`config.mk`:
```
export PLATFORM = sky130hd
export DESIGN_NAME = csm_nport_ctrl
export DESIGN_NICKNAME = d
export VERILOG_FILES = /design/src/rtl/csm_nport_ctrl.sv
export SDC_FILE = /design/constraint.sdc
export NUM_CORES = 2
export LEC_CHECK = 0
export CAP_MARGIN = 20
export CORE_UTILIZATION = 43
export CTS_CLUSTER_DIAMETER = 150
export DETAILED_ROUTE_END_ITERATION = 7
export MAX_ROUTING_LAYER = met4
export PLACE_DENSITY = 0.57
export SYNTH_ARGS = -nofsm -noshare
export SYNTH_HDL_FRONTEND = slang
export SYNTH_SLANG_ARGS = --single-unit
```
`constraint.sdc`:
```
create_clock -name clk -period 13.2 [get_ports clk]
set_input_delay 3.96 -clock clk [delete_from_list [all_inputs] [get_ports clk]]
set_output_delay 3.96 -clock clk [all_outputs]
set_load 0.02 [all_outputs]
```
`src/rtl/csm_nport_ctrl.sv`:
```
// N-port shared-memory controller: per-port command FSMs, round-robin grant of one request per cycle,
// single exclusive lock. Define CSM_LOCK_WAIT_EN to make locked-out requests wait instead of failing.
module csm_nport_ctrl #(
  parameter int NUM_PORTS = 2,
  parameter int DATABITS  = 8,
  parameter int ERRBITS   = 2,
  parameter int DEPTH     = 256,
  localparam int LW       = (NUM_PORTS > 1) ? $clog2(NUM_PORTS) : 1
) (
  input  logic                            clk,
  input  logic                            reset_n,
  input  logic [NUM_PORTS*DATABITS-1:0]   p_in_ad,
  input  logic [NUM_PORTS-1:0]            p_rw,
  input  logic [NUM_PORTS-1:0]            p_enable,
  input  logic [NUM_PORTS-1:0]            p_hold,
  input  logic [NUM_PORTS-1:0]            p_release,
  output logic [NUM_PORTS-1:0]            p_ack,
  output logic [NUM_PORTS*ERRBITS-1:0]    p_err,
  output logic [NUM_PORTS*DATABITS-1:0]   p_out_data,
  output logic                            lock_valid,
  output logic [LW-1:0]                   lock_owner
);
  localparam int AW = (DEPTH > 1) ? $clog2(DEPTH) : 1;
  localparam logic [DATABITS:0]  DEPTH_V  = (DATABITS+1)'(DEPTH);
  localparam logic [ERRBITS-1:0] E_OK     = ERRBITS'(0);
  localparam logic [ERRBITS-1:0] E_LOCKED = ERRBITS'(1);
  localparam logic [ERRBITS-1:0] E_NOWN   = ERRBITS'(2);
  localparam logic [ERRBITS-1:0] E_RANGE  = ERRBITS'(3);

  typedef enum logic [1:0] {S_IDLE, S_WDATA, S_REQ} state_t;
  typedef enum logic [1:0] {OP_RD, OP_WR, OP_HOLD, OP_REL} op_t;

  function automatic op_t f_dec(input logic h, input logic r, input logic w);
    if (h) return OP_HOLD;
    if (r) return OP_REL;
    if (w) return OP_WR;
    return OP_RD;
  endfunction

  state_t r_state [NUM_PORTS];
  state_t w_nstate[NUM_PORTS];
  op_t    r_op    [NUM_PORTS];

  logic [NUM_PORTS-1:0][DATABITS-1:0] w_ad;
  logic [NUM_PORTS-1:0][DATABITS-1:0] r_addr, r_data, r_out;
  logic [NUM_PORTS-1:0][ERRBITS-1:0]  r_err;
  logic [DATABITS-1:0]                r_mem [DEPTH];
  logic                               r_lock_vld;
  logic [LW-1:0]                      r_lock_own, r_rr;

  logic [NUM_PORTS-1:0] w_elig;
  logic                 w_gnt_vld;
  logic [LW-1:0]        w_gnt;
  logic [LW:0]          w_cand;
  op_t                  w_op;
  logic [DATABITS-1:0]  w_addr, w_wdat, w_rdat;
  logic [ERRBITS-1:0]   w_err;
  logic                 w_we, w_lk_set, w_lk_clr, w_own_ok, w_in_rng;

  assign w_ad       = p_in_ad;
  assign p_err      = r_err;
  assign p_out_data = r_out;
  assign lock_valid = r_lock_vld;
  assign lock_owner = r_lock_own;

  always_comb begin
    for (int p = 0; p < NUM_PORTS; p++) p_ack[p] = (r_state[p] == S_IDLE);
  end

  // A port waiting in REQ may be held off while another port owns the lock.
  always_comb begin
    w_elig = '0;
    for (int p = 0; p < NUM_PORTS; p++) begin
      w_elig[p] = (r_state[p] == S_REQ);
`ifdef CSM_LOCK_WAIT_EN
      if (r_op[p] != OP_REL && r_lock_vld && r_lock_own != LW'(p)) w_elig[p] = 1'b0;
`endif
    end
  end

  // Round-robin: search starts at r_rr (the port after the last grant).
  always_comb begin
    w_gnt_vld = 1'b0;
    w_gnt     = '0;
    w_cand    = '0;
    for (int k = 0; k < NUM_PORTS; k++) begin
      w_cand = {1'b0, r_rr} + (LW+1)'(k);
      if (w_cand >= (LW+1)'(NUM_PORTS)) w_cand = w_cand - (LW+1)'(NUM_PORTS);
      for (int p = 0; p < NUM_PORTS; p++) begin
        if (!w_gnt_vld && w_elig[p] && w_cand == (LW+1)'(p)) begin
          w_gnt_vld = 1'b1;
          w_gnt     = LW'(p);
        end
      end
    end
  end

  always_comb begin
    w_op     = r_op[w_gnt];
    w_addr   = r_addr[w_gnt];
    w_wdat   = r_data[w_gnt];
    w_in_rng = ({1'b0, w_addr} < DEPTH_V);
    w_own_ok = !r_lock_vld || (r_lock_own == w_gnt);
    w_err    = E_OK;
    w_rdat   = '0;
    w_we     = 1'b0;
    w_lk_set = 1'b0;
    w_lk_clr = 1'b0;
    case (w_op)
      OP_HOLD: if (w_own_ok) w_lk_set = 1'b1; else w_err = E_LOCKED;
      OP_REL:  if (r_lock_vld && r_lock_own == w_gnt) w_lk_clr = 1'b1; else w_err = E_NOWN;
      default: begin
        if (!w_own_ok)          w_err  = E_LOCKED;
        else if (!w_in_rng)     w_err  = E_RANGE;
        else if (w_op == OP_WR) w_we   = 1'b1;
        else                    w_rdat = r_mem[w_addr[AW-1:0]];
      end
    endcase
  end

  always_comb begin
    for (int p = 0; p < NUM_PORTS; p++) begin
      w_nstate[p] = r_state[p];
      case (r_state[p])
        S_IDLE:  if (p_enable[p])
                   w_nstate[p] = (f_dec(p_hold[p], p_release[p], p_rw[p]) == OP_WR) ? S_WDATA : S_REQ;
        S_WDATA: w_nstate[p] = S_REQ;
        S_REQ:   if (w_gnt_vld && w_gnt == LW'(p)) w_nstate[p] = S_IDLE;
        default: w_nstate[p] = S_IDLE;
      endcase
    end
  end

  always_ff @(posedge clk or negedge reset_n) begin
    if (!reset_n) begin
      for (int p = 0; p < NUM_PORTS; p++) r_state[p] <= S_IDLE;
    end else begin
      for (int p = 0; p < NUM_PORTS; p++) r_state[p] <= w_nstate[p];
    end
  end

  always_ff @(posedge clk or negedge reset_n) begin
    if (!reset_n) begin
      for (int p = 0; p < NUM_PORTS; p++) r_op[p] <= OP_RD;
      r_addr     <= '0;
      r_data     <= '0;
      r_err      <= '0;
      r_out      <= '0;
      r_lock_vld <= 1'b0;
      r_lock_own <= '0;
      r_rr       <= '0;
    end else begin
      for (int p = 0; p < NUM_PORTS; p++) begin
        if (r_state[p] == S_IDLE && p_enable[p]) begin
          r_addr[p] <= w_ad[p];
          r_op[p]   <= f_dec(p_hold[p], p_release[p], p_rw[p]);
        end
        if (r_state[p] == S_WDATA) r_data[p] <= w_ad[p];
      end
      if (w_gnt_vld) begin
        r_err[w_gnt] <= w_err;
        r_out[w_gnt] <= w_rdat;
        r_rr         <= (w_gnt == LW'(NUM_PORTS-1)) ? '0 : w_gnt + LW'(1);
        if (w_lk_set) begin
          r_lock_vld <= 1'b1;
          r_lock_own <= w_gnt;
        end
        if (w_lk_clr) begin
          r_lock_vld <= 1'b0;
          r_lock_own <= '0;
        end
      end
    end
  end

  // Array is not reset; reset_n gate keeps an in-flight grant from writing as reset asserts.
  always_ff @(posedge clk) begin
    if (reset_n && w_gnt_vld && w_we) r_mem[w_addr[AW-1:0]] <= w_wdat;
  end
endmodule

```
-- Yosys cells after proc, flatten, opt, wreduce, memory -nomap -nowiden
Memory sizes are Yosys's and may differ from the RTL's.
Index checks and enable logic that the tools add are counted.
- bits of input ports: 26
- RAM bits: 2048
- bits in latches: 0
- memories: 1
- bits in registers: 63
- bits in read-only memories: 0
- memory list (memory ; words ; bits a word ; read ports ; clocked after Yosys merged registers in ; write ports ; line ; RTL):
    r_mem ; 256 ; 8 ; 1 ; 0 ; 1 ; 47 ; logic [DATABITS-1:0] r_mem [DEPTH];
- add/subtract/negate cells: 4
- multiply operators: 0
- reductions and logical operators: 29
- mux-type cells: 108
- equality and inequality tests: 16
- shifts and indexed selects: 0
- bitwise logic cells: 2
- divide/modulo/power cells: 0
- $lt $le $gt $ge: 5
- operator list (kind ; count):
    $mux W2 ; 36
    $mux W8 ; 8
    $mux W1 ; 58
    $bwmux W16 ; 1
    $logic_and A1 B1 Y1 ; 15
    $eq A2 B1 Y1 const B ; 7
    $pmux W2 S3 ; 2
    $demux W8 S1 ; 1
    $eq A2 B2 Y1 const B ; 4
    $logic_not A2 Y1 ; 4
    $reduce_and A2 Y1 ; 3
    $bwmux W4 ; 1
    $ge A2 B2 Y1 const B ; 2
    $logic_not A1 Y1 ; 4
    $ne A2 B1 Y1 const B ; 2
    $ne A2 B2 Y1 const B ; 2
    $add A1 B1 Y2 const B ; 1
    $demux W2 S1 ; 1
    $ge A1 B2 Y1 const B ; 1
    $lt A1 B2 Y1 const B ; 1
    $not A1 Y2 ; 1
    $reduce_bool A2 Y1 ; 1
    $reduce_or A2 Y1 ; 1
    $sub A1 B2 Y2 const B ; 1
    other kinds (6) ; 6

-- Logic depth before layout (Yosys ltp)
- depth in word-level cells: 28
- mapped depth: 16
- depth with buffers taken out: 10

-- Worst setup path after synthesis
OpenSTA, ideal clock, no wires.
- path kind: flip-flop to flip-flop
- start: register r_state[2] (netlist name)
- end: memory r_mem[0][0] (data pin)
- path buffers: 4
- arrival time: 4.883 ns
- path slack: 7.495 ns
- data required time: 12.377 ns
- stages on the path, launching flop included: 9
- setup time: 0.823 ns
- cells stage by stage: dfrtp_1 or3b_1 buf_6 nand2_2 buf_4 clkbuf_1 clkbuf_1 nand2_1 nand2_1
- cells in the longest elaborated chain, start to end: 17
- elaborated cells on any way between the ends: 19
- ends and longest elaborated chain (item ; line ; RTL):
    start: declaration ; 40 ; state_t r_state [NUM_PORTS];
    $eq A2 B2 Y1 * ; 74 ; w_elig[p] = (r_state[p] == S_REQ);
    $logic_and A1 B1 Y1 ; 90 ; if (!w_gnt_vld && w_elig[p] && w_cand == (LW+1)'(p)) begin
    $mux W1 ; 90 ;
    $logic_not A1 Y1 ; 90 ;
    $logic_and A1 B1 Y1 (2 in series) ; 90 ;
    $mux W1 ; 90 ;
    $logic_not A1 Y1 ; 90 ;
    $logic_and A1 B1 Y1 (2 in series) ; 90 ;
    $mux W1 ; 90 ;
    $logic_not A1 Y1 ; 90 ;
    $logic_and A1 B1 Y1 (2 in series) ; 90 ;
    $mux W1 * ; 90 ;
    $mux W8 (implied by the code) * (2 in series) ; 101 ; w_wdat = r_data[w_gnt];
    net w_wdat[0] ; 56 ; logic [DATABITS-1:0] w_addr, w_wdat, w_rdat;
    end: declaration ; 47 ;
Mark *: on every way through the listed nets, which the timed path passes. The rest lies on a longest branch. The select of a mux whose other input is x is not followed.

-- Worst setup path in the final report
- start: input reset_n
- end: memory r_mem[185][4] (enable)
- cells in the longest elaborated chain, start to end: 4
- ends and longest elaborated chain (item ; line ; RTL):
    start: declaration ; 11 ; input logic reset_n,
    $logic_and A1 B1 Y1 (2 in series) ; 178 ; if (reset_n && w_gnt_vld && w_we) r_mem[w_addr[AW-1:0]] <= w_wdat;
    $mux W1 ; 178 ;
    $mux W1 (implied by the code) ; 178 ;
Every way passes these cells.

==> impl_metrics.csv <==
group,metric,value,unit
status,status,"finished with violations",
status,failed_checks,"DRC",
pwr,leakage,31.0,nW
critical_path,rr_startpoint,"r_state[3]$_DFFE_PN0P_",
floorplanning,die_width,445,um
yosys,yosysSeqAreaShare,0.746,
critical_path,arrival,7.55,ns
critical_path,critPathLaunchType,"input pin",
place,port_buffers,49,
clocking,cts_setup_buffers,0,
timing,rsz0062_at_grt,"false",
clocking,tritoncts,"yes",
yosys,ys_types,79,
drt,drtAntennaViolNets,0,
timing,setup_violations,0,
yosys,synth_area,84600,sq um
pwr,p_per_area,230,nW/um^2
final_layout,fin_nets,6118,
clocking,numCtsBuffers,206,
final_layout,final_util,0.485,
clocking,cts_hold_buffers,0,
final_layout,regArea,63100,sq um
timing,fmax,0.142,GHz
timing,drv_slew,0,
drt,firstDrtPassIters,8,
clocking,clock_latency,0.88,ns
timing,fin_crit_sh,0.534,
yosys,synthCells,6061,
yosys,synthArstFlopShare,0.0298,
hold_path,min_path_type,"flop to flop",
final_layout,drive_above_1_share,0.0901,
timing,hold_viol,0,
yosys,synth_top_flop_cell,"edfxtp_1",
critical_path,cp_data_required_time,13.70,ns
timing,fin_crit,7.05,ns
global_route,overflow,0,
drt,routed_wl,315000,um
critical_path,critPathKind,"input pin to flop",
drt,drtIter0Drc,9504,
place,gp_congestion,0.994,
critical_path,timing.rr.end,"p_out_data[3]$_DFFE_PN0P_",
yosys,synth_edf_count,2048,
global_route,grt_usage,0.321,
floorplanning,io_pins,50,
final_layout,multi_input_area,19800,sq um
timing,maxSlewHeadroom,0.107,
yosys,avgSynthCellArea,14.0,sq um
clocking,cts_resized,0,
clocking,cts_root_buffer,"clkbuf_16",
floorplanning,coreArea,195000,sq um
drt,vias,57000,
clocking,cts_sinks,2111,
floorplanning,dieArea,198000,sq um
critical_path,end_kind,"flop",
critical_path,path_max_fanout,64,
place,post-dp-hpwl,191000,um
timing,tightestPinTransition,1.33,ns
global_route,antenna_found_initial,17,
critical_path,r2r_cells,13,
final_layout,area_delta_synth_final,12.0,%
clocking,htreeDepth,4,
floorplanning,start_util,0.433,
drt,via_per_inst,6.41,
floorplanning,die_h,445,um
global_route,grt_first_pass_wirelength,430000,um
yosys,ys_warn_count,0,
timing,fin_worst_skew,0.0334,ns
flow_run,drv_cap,0,
final_layout,fillCellCount,16700,
clocking,clk_pin_slew,0.06,ns
hold_path,hold_path_end,"p_err[1]$_DFFE_PN0P_",
yosys,ys_seq_elements,2111,
timing,fin_tns_setup,0,ns
clocking,clock_path_buffers,3,
hold_path,min_from,"p_err[1]$_DFFE_PN0P_",
drt,drc,2,
pwr,ir_drop,249,uV
global_route,grt_pass1_vias,53100,
critical_path,r2r_setup_slack,6.49,ns
yosys,synth_nets,6087,
hold_path,min_path_cells,2,
floorplanning,rows,162,
global_route,grt_max_degree,151,
drt,routedWlPerCell,35.4,um
## critical path: stages
cell	delay (ns)
buf_2	0.08
buf_4	0.62
o2111a_1	0.32
buf_4	0.58
nand3_1	0.99
nor2_1	0.91
## flip-flops by register name (all words and copies together), names as in the netlist
register and cells:
r_state 4, p_err 4, r_mem 2048, r_rr 1
r_op 4, p_out_data 16, r_addr 16, lock_owner 1
lock_valid 1, r_data 16
## area by class of cell
cell class,instances,area share
antenna,15,0.000396
clock buffer,251,0.0575
clock inverter,122,0.0112
inverter,7,0.000277
multi-input combinational,3542,0.209
sequential,2111,0.666
tap,2624,0.0347
timing repair buffer,224,0.0212
## metrics by stage
stage	std cells	hold slack (ns)	power [W]	setup slack (ns)	cell area (sq um)
3_5_place_dp	8505	0.465	0.0159	5.38	88200
6_report	8896	0.476	0.0218	6.15	94700
3_3_place_gp	8499	0.465	0.0158	5.46	88100
4_1_cts	8878	0.478	0.0215	6.26	94700
5_1_grt	8888	0.506	0.0221	6.12	94700
2_1_floorplan	6061	0.438	0.0125	7.49	84600
## synthesized netlist by cell type (all sizes together), types with 5 or more instances
| cell type | count | area share |
|---|---|---|
| a2111oi | 16 | 0.0017 |
| a211oi | 176 | 0.016 |
| a21boi | 5 | 0.00053 |
| a21o | 8 | 0.00071 |
| a21oi | 78 | 0.0048 |
| a221oi | 5 | 0.00052 |
| a22oi | 32 | 0.0028 |
| a311oi | 24 | 0.0025 |
| a31oi | 168 | 0.012 |
| a32o | 8 | 0.00095 |
| a32oi | 138 | 0.014 |
| a41oi | 7 | 0.00072 |
| and2 | 11 | 0.00087 |
| and3 | 172 | 0.013 |
| buf | 274 | 0.018 |
| clkbuf | 127 | 0.0056 |
| dfrtp | 63 | 0.019 |
| edfxtp | 2048 | 0.73 |
| inv | 7 | 0.00031 |
| mux2 | 18 | 0.0024 |
| mux2i | 239 | 0.028 |
| mux4 | 8 | 0.0021 |
| nand2 | 1392 | 0.062 |
| nand2b | 6 | 0.00044 |
| nand3 | 365 | 0.022 |
| nand4 | 86 | 0.0064 |
| nor2 | 324 | 0.015 |
| nor2b | 6 | 0.00044 |
| nor3 | 16 | 0.00095 |
| nor4 | 17 | 0.0013 |
| o211ai | 11 | 0.0010 |
| o21ai | 63 | 0.0037 |
| o221ai | 15 | 0.0016 |
| o22ai | 39 | 0.0029 |
| o31ai | 18 | 0.0017 |
| o32ai | 13 | 0.0013 |
| or4 | 9 | 0.00080 |
## cell families after synthesis
logic type | count (synthesis) | share of synthesized area
xor gates and xnor gates | 1 | 0.000104
DFF | 2111 | 0.746
AOI/OAI and AO/OA | 854 | 0.0733
buffers and inverters | 408 | 0.0238
and+or+nand+nor | 2422 | 0.124
muxes | 265 | 0.0328
## report_power, final
| part | switching, W | internal (W) | total (W) |
|---|---|---|---|
| Sequential | 0.0000649 | 0.00851 | 0.00858 |
| Clock | 0.00257 | 0.00324 | 0.00581 |
| Combinational | 0.00599 | 0.00144 | 0.00744 |
## worst max-delay path by stage
stage / cells after the start / from / to / slack [ns]
2_1_floorplan: 8 / r_state[2]$_DFFE_PN0P_ / r_mem[0][0]$_DFFE_PP_ / 7.49
3_3_place_gp: 6 / reset_n / r_mem[200][0]$_DFFE_PP_ / 5.46
3_5_place_dp: 6 / reset_n / r_mem[137][3]$_DFFE_PP_ / 5.38
4_1_cts: 6 / reset_n / r_mem[120][2]$_DFFE_PP_ / 6.26
5_1_grt: 6 / reset_n / r_mem[120][1]$_DFFE_PP_ / 6.12
6_report: 6 / reset_n / r_mem[185][4]$_DFFE_PP_ / 6.15
## metal layers
| metal | part of all wire | GRT usage |
|---|---|---|
| met5 | 0 | - |
| met3 | 0.13 | 0.0826 |
| met2 | 0.44 | 0.460 |
| met1 | 0.38 | 0.428 |
| met4 | 0.055 | 0.149 |
## placed cells by master (no fill, tap or decap), drive strengths merged, types with 17 or more instances in the layout
cell and instances:
clkinv 88, clkdlybuf4s50 48, nand3 365, dfrtp 63
mux2i 239, a311oi 24, mux2 18, nor4 17
a211oi 176, o22ai 39, a22oi 32, nand4 86
and3 172, a31oi 168, edfxtp 2048, clkbuf 252
buf 175, a21oi 78, nor2 324, a32oi 138
o21ai 63, nand2 1392, o31ai 18
Note: power is estimated with default switching activity, not from simulation.
